[config.mk]
export PLATFORM = sky130hd
export DESIGN_NAME = thermal_encode_ctrl
export DESIGN_NICKNAME = d
export VERILOG_FILES = /design/src/rtl/thermal_encode_ctrl.sv
export SDC_FILE = /design/constraint.sdc
export NUM_CORES = 1
export LEC_CHECK = 0
export CORE_AREA = 10 10 95 114
export CTS_CLUSTER_DIAMETER = 150
export CTS_CLUSTER_SIZE = 12
export DETAILED_ROUTE_END_ITERATION = 6
export DIE_AREA = 0 0 105 124
export PLACE_DENSITY_LB_ADDON = 0.3
export REMOVE_ABC_BUFFERS = 1
export SYNTH_ARGS = -nofsm -noshare
export SYNTH_HDL_FRONTEND = slang
export SYNTH_SLANG_ARGS = --single-unit
[constraint.sdc]
create_clock -name clk -period 9.1 [get_ports clk]
set_input_delay 2.73 -clock clk [delete_from_list [all_inputs] [get_ports clk]]
set_output_delay 2.73 -clock clk [all_outputs]
set_load 0.02 [all_outputs]
[src/rtl/thermal_encode_ctrl.sv]
// Streams a stored image pixel-by-pixel from image RAM into the thermometer encoder.
// Optional stall counter port is enabled with `define THERM_CTRL_PERF_EN.
module thermal_encode_ctrl #(
   parameter int NUM_PIXELS  = 784,
   parameter int ADDR_WIDTH  = 10,
   parameter int INPUT_WIDTH = 8
) (
   input  logic                   clk,
   input  logic                   rst,
   input  logic                   start,
   output logic                   busy,
   output logic                   done,
   output logic                   img_rd_en,
   output logic [ADDR_WIDTH-1:0]  img_rd_addr,
   input  logic [INPUT_WIDTH-1:0] img_rd_data,
   input  logic                   plane_wr_ready,
   output logic [INPUT_WIDTH-1:0] enc_pixel,
   output logic                   enc_write_en,
   output logic [ADDR_WIDTH-1:0]  plane_wr_addr
`ifdef THERM_CTRL_PERF_EN
   ,
   output logic [15:0]            stall_cycles
`endif
);

   localparam int CW = ADDR_WIDTH + 1;
   localparam logic [CW-1:0] LAST = CW'(NUM_PIXELS);

   typedef enum logic [1:0] {S_IDLE, S_RUN, S_DRAIN, S_DONE} state_t;

   state_t                 state_q, state_d;
   logic [CW-1:0]          rd_cnt_q, rd_cnt_d;
   logic [CW-1:0]          wr_cnt_q, wr_cnt_d;
   logic                   rd_pend_q;
   logic [1:0]             fifo_cnt_q, fifo_cnt_d;
   logic                   fifo_wp_q, fifo_rp_q;
   logic [INPUT_WIDTH-1:0] fifo_mem_q [2];
   logic [INPUT_WIDTH-1:0] pix_hold_q;
   logic [ADDR_WIDTH-1:0]  addr_hold_q;
   logic                   push, pop, start_ok;
   logic [2:0]             inflight;

   always_comb begin
      push      = rd_pend_q;
      pop       = (fifo_cnt_q != 2'd0) && plane_wr_ready && !rst;
      inflight  = {1'b0, fifo_cnt_q} + {2'b00, rd_pend_q};
      // A read may be issued into a full window only if a slot frees this cycle.
      img_rd_en = !rst && (state_q == S_RUN) && (rd_cnt_q < LAST) &&
                  ((inflight < 3'd2) || ((inflight == 3'd2) && pop));
      img_rd_addr   = rd_cnt_q[ADDR_WIDTH-1:0];
      enc_write_en  = pop;
      enc_pixel     = pop ? fifo_mem_q[fifo_rp_q] : pix_hold_q;
      plane_wr_addr = pop ? wr_cnt_q[ADDR_WIDTH-1:0] : addr_hold_q;
      rd_cnt_d      = rd_cnt_q + CW'(img_rd_en);
      wr_cnt_d      = wr_cnt_q + CW'(pop);
      fifo_cnt_d    = fifo_cnt_q + 2'(push) - 2'(pop);
      start_ok      = (state_q == S_IDLE) && start;
      busy          = (state_q == S_RUN) || (state_q == S_DRAIN);
      done          = (state_q == S_DONE);

      state_d = state_q;
      case (state_q)
         S_IDLE:  if (start) state_d = S_RUN;
         S_RUN:   if (rd_cnt_d == LAST) state_d = S_DRAIN;
         S_DRAIN: if ((wr_cnt_d == LAST) && (fifo_cnt_d == 2'd0)) state_d = S_DONE;
         S_DONE:  state_d = S_IDLE;
         default: state_d = S_IDLE;
      endcase
   end

   always_ff @(posedge clk) begin
      if (rst) begin
         state_q     <= S_IDLE;
         rd_cnt_q    <= '0;
         wr_cnt_q    <= '0;
         rd_pend_q   <= 1'b0;
         fifo_cnt_q  <= 2'd0;
         fifo_wp_q   <= 1'b0;
         fifo_rp_q   <= 1'b0;
         pix_hold_q  <= '0;
         addr_hold_q <= '0;
      end else begin
         state_q   <= state_d;
         rd_pend_q <= img_rd_en;
         if (start_ok || (state_q == S_DONE)) begin
            rd_cnt_q <= '0;
            wr_cnt_q <= '0;
         end else begin
            rd_cnt_q <= rd_cnt_d;
            wr_cnt_q <= wr_cnt_d;
         end
         fifo_cnt_q <= fifo_cnt_d;
         if (push) fifo_wp_q <= ~fifo_wp_q;
         if (pop) begin
            fifo_rp_q   <= ~fifo_rp_q;
            pix_hold_q  <= fifo_mem_q[fifo_rp_q];
            addr_hold_q <= wr_cnt_q[ADDR_WIDTH-1:0];
         end
      end
   end

   always_ff @(posedge clk) begin
      if (push) fifo_mem_q[fifo_wp_q] <= img_rd_data;
   end

`ifdef THERM_CTRL_PERF_EN
   logic [15:0] stall_q;

   always_ff @(posedge clk) begin
      if (rst || start_ok) begin
         stall_q <= '0;
      end else if (busy && (fifo_cnt_q != 2'd0) && !plane_wr_ready && (stall_q != 16'hFFFF)) begin
         stall_q <= stall_q + 16'd1;
      end
   end

   assign stall_cycles = stall_q;
`endif

endmodule
# [Yosys cells after proc, flatten, opt, wreduce, memory -nomap -nowiden]
# Memory sizes are Yosys's and may differ from the RTL's. A register that Yosys moved wholly into a read port is not among the register bits.
# Index checks and enable logic that the tools add are counted.
[classes] add_sub_neg=5 magnitude_cmp=2 n_eq_ne=9 muxes=10 n_bitwise=2 n_reduce_logical=17
[op_table] op="adder 11 x 1 -> 11 bit" n=2
[op_table] op="== test 11 x 10 -> 1 bit (second input constant)" n=2
[op_table] op="< comparator 11 x 10 -> 1 bit (second input constant)" n=1
[op_table] op="2-to-1 mux 10 bit" n=1
[op_table] op="logical AND 1 bit" n=8
[op_table] op="2-to-1 mux 8 bit" n=1
[op_table] op="case mux 2 bit (4 select lines)" n=1
[op_table] op="2-to-1 mux 2 bit" n=3
[op_table] op="== test 2 bit (second input constant)" n=2
[op_table] op="logical NOT 2 bit" n=2
[op_table] op="2-to-1 mux 1 bit" n=4
[op_table] op="!= test 2 x 1 -> 1 bit (second input constant)" n=2
[op_table] op="adder 2 x 1 -> 3 bit" n=1
[op_table] op="== test 3 x 2 -> 1 bit (second input constant)" n=1
[op_table] op="logical OR 1 bit" n=3
[op_table] op="< comparator 3 x 2 -> 1 bit (second input constant)" n=1
[op_table] op="AND reduction 3 bit" n=1
[op_table] op="adder 2 x 1 -> 2 bit" n=1
[op_table] op="== test 2 x 1 -> 1 bit (second input constant)" n=1
[op_table] op="!= test 2 bit (second input constant)" n=1
[op_table] op="inverter 1 bit" n=2
[op_table] op="nonzero test 2 bit" n=1
[op_table] op="OR reduction 2 bit" n=1
[op_table] op="subtractor 2 x 1 -> 2 bit" n=1
[op_table] op="logical NOT 1 bit" n=1
[word_totals] regBits=47 mem_bits_rw=16 inputBits=12 mem_count=1
[memory_table] memory="fifo_mem_q" depth=2 width=8 read_ports=1 rd_clocked_by_memory_dff=1 write_ports=1 line="37" rtl="logic [INPUT_WIDTH-1:0] fifo_mem_q [2];"

# [Logic depth before layout (Yosys ltp)]
[depth] ltp_word=10 depth_mapped=14 ltp_nobuf=13

# [Worst setup path after synthesis]
# OpenSTA, ideal clock, no wires.
[synth_timing] kind="input to output" from="input port rst" to="output port img_rd_en" arrival_ps=4410 path_slack_ps=1960 path_stages=6 n_path_buf=3 cell_sequence="clkbuf_1 nor2_1 buf_2 buf_2 a31oi_1 nor2_1"
[synth_between] elab_chain_cells=5
[synth_rtl] element="from (decl)" line="9" rtl="input logic rst,"
[synth_rtl] element="logical NOT 1 bit" line="45" rtl="pop = (fifo_cnt_q != 2'd0) && plane_wr_ready && !rst;"
[synth_rtl] element="logical AND 1 bit" line="45"
[synth_rtl] element="named net enc_write_en" line="18" rtl="output logic enc_write_en,"
[synth_rtl] element="logical AND 1 bit" line="49" rtl="((inflight < 3'd2) || ((inflight == 3'd2) && pop));"
[synth_rtl] element="logical OR 1 bit" line="49"
[synth_rtl] element="logical AND 1 bit" line="48" rtl="img_rd_en = !rst && (state_q == S_RUN) && (rd_cnt_q < LAST) &&"
[synth_rtl] element="to (decl)" line="13" rtl="output logic img_rd_en,"
# The timed path passes the listed nets, and every way through them passes these cells.

# [Final worst setup path]
[layout_timing] from="input port rst" to="output port enc_pixel[6]"
[layout_between] elab_chain_cells=3
[layout_rtl] element="logical NOT 1 bit" line="45"
[layout_rtl] element="logical AND 1 bit" line="45"
[layout_rtl] element="2-to-1 mux 8 bit"
[layout_rtl] element="to (decl)" line="17" rtl="output logic [INPUT_WIDTH-1:0] enc_pixel,"
# Every way passes these cells.

==> results.json <==
{
  "finalHoldViolCount": 0,
  "dr_total_vias": 2003,
  "crit_path_frequent_cell": "clkdlybuf4s50_1",
  "layout.nets": 344,
  "reg2reg_depth": 12,
  "finalSetupTns_ps": 0,
  "p_per_area_mw_per_mm2": 224.3,
  "drv_cap": 0,
  "cts_hold_buf": 0,
  "route.detailed.drc": 0,
  "grt_max_degree": 23,
  "numCtsBuffers": 9,
  "hold_path_end": "wr_cnt_q[10]",
  "slew_headroom_pct": 49.96,
  "outcome": "finished clean",
  "fin_skew_ps": 10.18,
  "yosysWarnings": 0,
  "synth-edff-count": 16,
  "routed_wl_um": 5694,
  "place_ws_ps": 1154,
  "vdd_drop_max_uv": 137.7,
  "core_mm2": 0.008518,
  "yosysSeqAreaShare_pct": 49.27,
  "grt_setup_unrepaired": "no",
  "clkPwrFrac_pct": 35.0,
  "switching_share_pct": 27.47,
  "synth_area_leaders": "dfxtp_1, edfxtp_1, ha_1, and2_1, mux2_2",
  "ys_types": 44,
  "period_minus_slack_ps": 7919,
  "slowest_stage": "nor2_2",
  "cts_root_buf": "clkbuf_8",
  "hp-start": "wr_cnt_q[10]",
  "htree_levels": 3,
  "die_h_um": 124,
  "avgViaCountPerCell": 4.552,
  "portBuffers": 43,
  "drive_above_1_share_pct": 10.22,
  "netlist_instances": 282,
  "ys.flop_type": "dfxtp_1",
  "fmax_ghz": 0.1263,
  "num_rows": 37,
  "fin_crit_sh_pct": 87.02,
  "leakage_uw": 0.001350,
  "grt_pass1_wl_um": 9777,
  "p_int_uw": 589.9,
  "yosysTopAreaCell": "dfxtp_1",
  "seq_power_share_pct": 41.5,
  "grt_usage_pct": 9.373,
  "tightest_slew_ps": 749.8,
  "fp.dieW_um": 105,
  "dpl.hpwl_um": 4202,
  "path_cells": "clkdlybuf4s50_1 -> nor2_2 -> buf_4 -> nor2_1 -> a21oi_1 -> clkdlybuf4s50_1",
  "ff_latch_area_mm2": 0.001441,
  "ant_nets": 0,
  "synth_top_area_share_pct": 32.85,
  "critPathLaunchType": "input pin",
  "required_ps": 6370,
  "multi_input_area_mm2": 0.001315,
  "ys_top_cells_by_count": "dfxtp_1, nor2_1, and2_1, edfxtp_1",
  "synth-async-reset-ratio_pct": 0,
  "diodes": 0,
  "gp_congestion": 0.8198,
  "grt_overflow": 0,
  "cts_setup_buffers": 0,
  "area_delta_synth_final_pct": 23.95,
  "clock-sinks": 64,
  "fillers": 852,
  "r2r-start": "fifo_cnt_q[1]",
  "switchingPower_uw": 223.4,
  "combPwrFrac_pct": 23.6,
  "r2r_setup_slack_ps": 5480,
  "initial_utilization_pct": 34.34,
  "hp-class": "reg2reg",
  "io_pins": 44,
  "cts-resized-gates": 0,
  "crit_type": "in2out",
  "yosysMostFrequentCell": "dfxtp_1",
  "finalSetupViolations": 0,
  "syn-cell-area_mm2": 0.002925,
  "setup_ws_ps": 1181,
  "critPathArrivalTime_ps": 5190,
  "cts_tree": "yes",
  "cp-end-kind": "primary output",
  "fp.dieArea_mm2": 0.01302,
  "max_stage_delay_ps": 670,
  "slew_viol_final": 0,
  "first_iter_violations": 94,
  "antenna_found_initial": 0,
  "clkLatencyLatePin_ps": 330,
  "firstDrtPassIters": 4,
  "synth-seq-cells": 64,
  "grt_pass1_vias": 2048,
  "reg2reg_to": "state_q[0]",
  "clk_pin_slew_ps": 60,
  "post_drt_wl_per_cell_um": 12.94,
  "min_path_cells": 2,
  "cp_max_fo": 17,
  "syn_area_per_cell_um2": 10.37,
  "cts.path.max_buffers": 2
}
==> state kept, by name, summed over array words and instances, names as in the netlist, named ones only <==
register and cells:
push 1, fifo_mem_q 16, pix_hold_q 8, fifo_wp_q 1, fifo_cnt_q 2, fifo_rp_q 1, wr_cnt_q 11, addr_hold_q 10
state_q 2, rd_cnt_q 11
==> through the flow <==
step	utilization, %	instance area, µm²	instances	hold WS (ps)	power [µW]
after detailed placement	39.88	3397	424	481.7	537.5
after floorplan	-	2810	263	456.3	468.8
after global placement	39.88	3397	424	473.3	535.5
after global routing	42.57	3626	440	543.7	863.4
final	42.57	3626	440	489.6	813.2
after CTS	42.57	3626	440	491.2	824.7
==> cell families (layout without fill, tap and decap cells) <==
group,Yosys count,count (layout),synth area share (%)
adders and majority gates,14,14,5.988
and+or+nand+nor,100,100,18.56
AOI/OAI and AO/OA,32,32,7.699
buffers and inverters,34,75,5.860
DFF,64,64,49.27
muxes,19,19,6.929
xor gates and xnor gates,19,19,5.689
==> how the worst max path moves through the flow <==
stage                   end           start  slack [ps]
2_1_floorplan     img_rd_en  plane_wr_ready        1590
3_3_place_gp   enc_pixel[7]             rst        1270
3_5_place_dp   enc_pixel[6]             rst        1150
4_1_cts        enc_pixel[6]             rst        1150
5_1_grt        enc_pixel[6]             rst         980
6_report       enc_pixel[6]             rst        1180
==> routing by layer <==
layer	vias up	global-route usage (%)	share of wire [%]
met4	0	3.351	1.1
met1	914	10.44	47
met3	8	5.116	6.9
met5	-	0	0
li1	1035	-	-
met2	46	14.97	45
==> power groups by stage <==
stage / Sequential (µW) / Clock [µW] / Combinational, µW
floorplan: 341 / 0 / 128
global placement: 344 / 0 / 192
detailed placement: 344 / 0 / 193
CTS: 338 / 292 / 195
global route: 341 / 307 / 215
finish: 337 / 284 / 192
==> cell type report <==
type                            instances  area share [%]
Sequential cell                        64           39.75
Multi-Input combinational cell        184           36.27
Timing Repair Buffer                   44           12.08
Tap cell                              117           4.037
Clock buffer                           12           3.727
Clock inverter                          4           2.588
Inverter                               15           1.553
==> worst max-delay path, delay by kind of cell <==
kind	cells	cell delay [ps]
buffers and inverters	3	1550
and+or+nand+nor	2	730
AOI/OAI and AO/OA	1	170
==> cells in the final DEF, fill, tap and decap left out, types with 2 or more instances in the layout <==
cell type | Yosys | layout
dfxtp_1 | 48 | 48
clkdlybuf4s50_1 | 0 | 43
nor2_1 | 30 | 29
and2_1 | 19 | 19
edfxtp_1 | 16 | 16
inv_1 | 14 | 14
ha_1 | 14 | 14
a21oi_1 | 12 | 12
nand2_1 | 11 | 11
mux2_2 | 10 | 10
xor2_1 | 10 | 10
mux2i_1 | 9 | 9
xnor2_1 | 9 | 9
clkbuf_8 | 0 | 9
nor2b_1 | 7 | 7
nor3_1 | 6 | 6
nand3_1 | 5 | 5
o21ai_0 | 4 | 4
nand4_1 | 4 | 4
or3_1 | 4 | 4
nor4_1 | 3 | 3
and4_1 | 3 | 3
clkbuf_1 | 5 | 3
bufinv_16 | 0 | 3
o211ai_1 | 2 | 2
nand3_2 | 2 | 2
or4_1 | 2 | 2
o21a_1 | 2 | 2
o21ba_2 | 2 | 2
Note: power is estimated with default switching activity, not from simulation.
==> RTL change 1, RTL diff (same settings) <==
Add a define of `THERM_CTRL_PERF_EN`.
--- a/src/rtl/thermal_encode_ctrl.sv
+++ b/src/rtl/thermal_encode_ctrl.sv
@@ -2,2 +2,4 @@
 // Optional stall counter port is enabled with `define THERM_CTRL_PERF_EN.
+`define THERM_CTRL_PERF_EN
+
 module thermal_encode_ctrl #(
Behaviour (old outputs only; new: stall_cycles): unchanged (equiv_simple and equiv_induct, registers matched by name and starting in step).
==> RTL change 1 against the unedited design <==
Wire length grew 37%; total power rose by 3.5%; final area is 26% higher; core utilization rose by 11 points; area after synthesis is 31% higher; worst setup slack improved by 0.39 ns; global-route usage up 2.7 points; sequential cell count grew 16; critical endpoint is now plane_wr_addr[6]; highest routed layer unchanged.
==> RTL change 1: results (changes against the unedited design) <==
[clock_tree]
clk_pin_slew_ns=0.08  ; +0.02 ns
clk_latency_ns=0.35  ; +0.02 ns

[worst_setup_path]
cpPeakStageDelay_ns=0.55  ; -0.12 ns
worstPathMaxFanout=29  ; +12
crit_arrival_ns=4.79  ; -0.40 ns

[timing]
max-slew-margin-rel_pct=54.26  ; +4.3 points
finClkSkew_ns=0.009266  ; -0.0009133 ns

[detailed_routing]
drt_iter0_markers=80  ; -15%
routed_wl_um=7782  ; +37%
vias_per_cell=5.048  ; +11%

[placed_design]
place_ws_ns=1.560  ; +0.4058 ns
dp_hpwl_um=5615  ; +34%
place_congestion=0.7910  ; -3.5%

[grt]
grt_max_degree=30  ; +30%
first_global_vias=2736  ; +34%
grt_pass1_wl_um=12860  ; +32%
grt.total_usage_pct=12.10  ; +2.7 points

[layout]
drive_gt1_share_pct=9.193  ; -1.0 points
final_nets=468  ; +36%

[status]
status=complete, no violations

[power]
ir_drop_v=0.0001019  ; -26%
leakage_nw=1.566  ; +16%

[worst_hold_path]
hold_class=flop to flop

[yosys]
synthDistinctLibCells=58  ; +32%
yosys-top-cells-count=dfxtp_1, nor2_1, xnor2_1, nor2b_1, a21oi_1
synth-seq-area-share_pct=46.13  ; -3.1 points

## RTL change 1: final cells by class
class                   count  area, um^2  share of cell area, %
repair buffers             61       605.6                  13.25
clock inverters             5       35.03                 0.7667
clock buffers              11       131.4                  2.875
well taps                 117       146.4                  3.204
flip-flops and latches     80        1762                  38.55
multi-input cells         275        1837                  40.20
inverters                  14       52.55                  1.150
## RTL change 1: cell families (layout without fill, tap and decap cells)
family,Yosys count,in the layout,share of synthesized area [%]
buffers and inverters,40,91,5.832
AO/OA/AOI/OAI,51,51,9.208
XOR/XNOR,31,31,7.470
adder cells (fa/ha/maj),15,15,4.915
AND/OR/NAND/NOR,159,159,21.13
flip-flops,80,80,46.13
multiplexers,19,19,5.308
## RTL change 1: metrics by stage
step                      instances  area, um^2
after floorplan                 369        3649
after global placement          547        4403
after detailed placement        547        4403
after CTS                       563        4569
after global routing            563        4569
final                           563        4569
## RTL change 1: path summary, 6_finish.rpt
path	end	from	cells past startpoint	slack, ns
worst max register to register	state_q[0]	push	12	5.71
worst min register to register	flop	fifo_rp_q	2	0.51
worst min-delay path	flop	fifo_rp_q	2	0.51
worst max-delay path	plane_wr_addr[6]	plane_wr_ready	6	1.58
## RTL change 1: worst max-delay path: cells and delay by family
kind | cells | cell delay (ns)
AOI/OAI and AO/OA | 1 | 0.16
buffers and inverters | 3 | 1.37
muxes | 1 | 0.39
and+or+nand+nor | 1 | 0.14
## RTL change 1: layer usage
metal	part of all wire [%]	vias up	routed length (um)	track usage (%)
met5	0	-	0	0
li1	-	1452	-	-
met1	47	1319	3634	13.90
met3	5.6	13	434	3.618
met2	45	58	3532	19.87
met4	2.3	0	181	6.959
## RTL change 1: report_power, final
part / total (mW) / switching (mW) / internal (mW)
Sequential: 0.405 / 0.0181 / 0.387
Combinational: 0.210 / 0.117 / 0.0930
Clock: 0.226 / 0.127 / 0.0992
Total: 0.842 / 0.262 / 0.579
==> RTL change 2, RTL diff (config.mk and constraints unchanged) <==
Made on the original files. Encoding of `state_t`: now Gray code (2 bits for 4 states).
--- a/src/rtl/thermal_encode_ctrl.sv
+++ b/src/rtl/thermal_encode_ctrl.sv
@@ -28,3 +28,3 @@
 
-   typedef enum logic [1:0] {S_IDLE, S_RUN, S_DRAIN, S_DONE} state_t;
+   typedef enum logic [1:0] {S_IDLE = 2'b00, S_RUN = 2'b01, S_DRAIN = 2'b11, S_DONE = 2'b10} state_t;
 
Behaviour: same outputs for any inputs over 10 cycles, from zero or initial values and one cycle with rst high; not proved beyond that.
==> RTL change 2 against the unedited design <==
Worst setup slack better by 0.17 ns; wire length is 15% higher; sequential cell count is the same; final area increased by 1.1%; via count rose by 13%; die area stayed put; area after synthesis rose by 2.3%; largest cell class unchanged.
Power is not compared: it rests on default switching activity, and its combinational part moved more than twofold at a synthesized area within 25%.
==> RTL change 2: results (changes against the unedited design) <==
[timing]
finClkSkew_ns=0.01137  ; +0.001192 ns
max-slew-margin-rel_pct=53.27  ; +3.3 points

[yosys]
synth_compound_area_share_pct=9.448  ; +1.7 points
synth.top_cells.by_area=dfxtp_1, edfxtp_1, nor2_1, xor2_1, ha_1
synth.avg_cell_area_um2=9.324  ; -10%
synth-seq-area-share_pct=48.16  ; -1.1 points
post_synth_fa_ha_maj_area_fraction_pct=3.763  ; -2.2 points
yosys-top-cells-count=nor2_1, dfxtp_1, nand2_1, a21oi_1, edfxtp_1
yosys_warnings=0  ; unchanged
muxShareOfSynthArea_pct=6.438  ; -0.49 points
synth_xor_area_share_pct=7.023  ; +1.3 points
synthDistinctLibCells=44  ; unchanged

[clock_tree]
clk_pin_slew_ns=0.08  ; +0.02 ns
clk_latency_ns=0.35  ; +0.02 ns

[layout]
fill_cells=845  ; -0.82%
final_design_area_no_fill_um2=3666  ; +1.1%
final_nets=371  ; +7.8%
drive_gt1_share_pct=9.014  ; -1.2 points
diodes=0  ; unchanged

[placed_design]
place_congestion=0.8179  ; -0.23%
placed_area_um2=3440  ; +1.3%
dp_cells=456  ; +7.5%
dp_hpwl_um=4679  ; +11%

[power]
ir_drop_v=0.00006937
leakage_nw=1.267

[worst_setup_path]
crit_arrival_ns=5.01  ; -0.18 ns
worstPathMaxFanout=24  ; +7

[grt]
grt_max_degree=28  ; +22%
grt.total_usage_pct=10.44  ; +1.1 points
grt_pass1_wl_um=10940  ; +12%

[detailed_routing]
vias=2261  ; +13%
drt_iter0_markers=75  ; -20%
routed_wl_um=6542  ; +15%
vias_per_cell=4.790  ; +5.2%

[status]
status=complete, no violations

## RTL change 2: power by group
part / internal [mW] / switching (mW) / leakage [nW]
clock network: 0.157 / 0.120 / 0.111
registers: 0.304 / 0.00982 / 0.534
logic: 0.0428 / 0.0517 / 0.622
total: 0.504 / 0.181 / 1.27
## RTL change 2: worst max-delay path, cell delays in order
cell and delay, ns:
clkdlybuf4s50_1 0.48, o21ai_0 0.09, buf_4 0.19, nor2_2 0.27, buf_4 0.35, mux2_2 0.37
clkdlybuf4s50_1 0.54
## RTL change 2: final cells by class
cell class / instances / area [um^2] / share of cell area [%]
clock buffers: 9 / 123.9 / 3.379
clock inverters: 7 / 102.6 / 2.799
inverters: 10 / 37.54 / 1.024
multi-input cells: 218 / 1354 / 36.93
flip-flops and latches: 64 / 1441 / 39.32
well taps: 117 / 146.4 / 3.993
repair buffers: 47 / 460.4 / 12.56
## RTL change 2: through the flow
step / util (%) / power (mW) / hold WS, ns / worst slack, ns
6_report: 43.04 / 0.6855 / 0.4562 / 1.355
5_1_grt: 43.04 / 0.7157 / 0.4879 / 1.181
4_1_cts: 43.04 / 0.6940 / 0.4599 / 1.341
3_5_place_dp: 40.38 / 0.4159 / 0.4489 / 1.354
3_3_place_gp: 40.38 / 0.4147 / 0.4417 / 1.361
2_1_floorplan: - / 0.3744 / 0.4278 / 1.524
## RTL change 2: cell families (layout without fill, tap and decap cells)
kind of cell / Yosys count / after routing
AOI/OAI and AO/OA: 45 / 45
buffers and inverters: 39 / 73
DFF: 64 / 64
adders and majority gates: 9 / 9
muxes: 18 / 18
and+or+nand+nor: 122 / 122
xor gates and xnor gates: 24 / 24
## RTL change 2: worst paths after layout
kind                                startpoint               end  slack (ns)
worst max register to register   fifo_cnt_q[0]        state_q[1]        5.76
worst max-delay path            plane_wr_ready  plane_wr_addr[6]        1.36
worst min-delay path            addr_hold_q[9]    addr_hold_q[9]        0.46
worst min register to register  addr_hold_q[9]    addr_hold_q[9]        0.46
## RTL change 2: layer usage
| metal | wire, um | global-route usage, % |
|---|---|---|
| met3 | 367 | 4.134 |
| met2 | 3144 | 17.24 |
| met4 | 138 | 5.412 |
| met5 | 0 | 0 |
| met1 | 2893 | 11.51 |
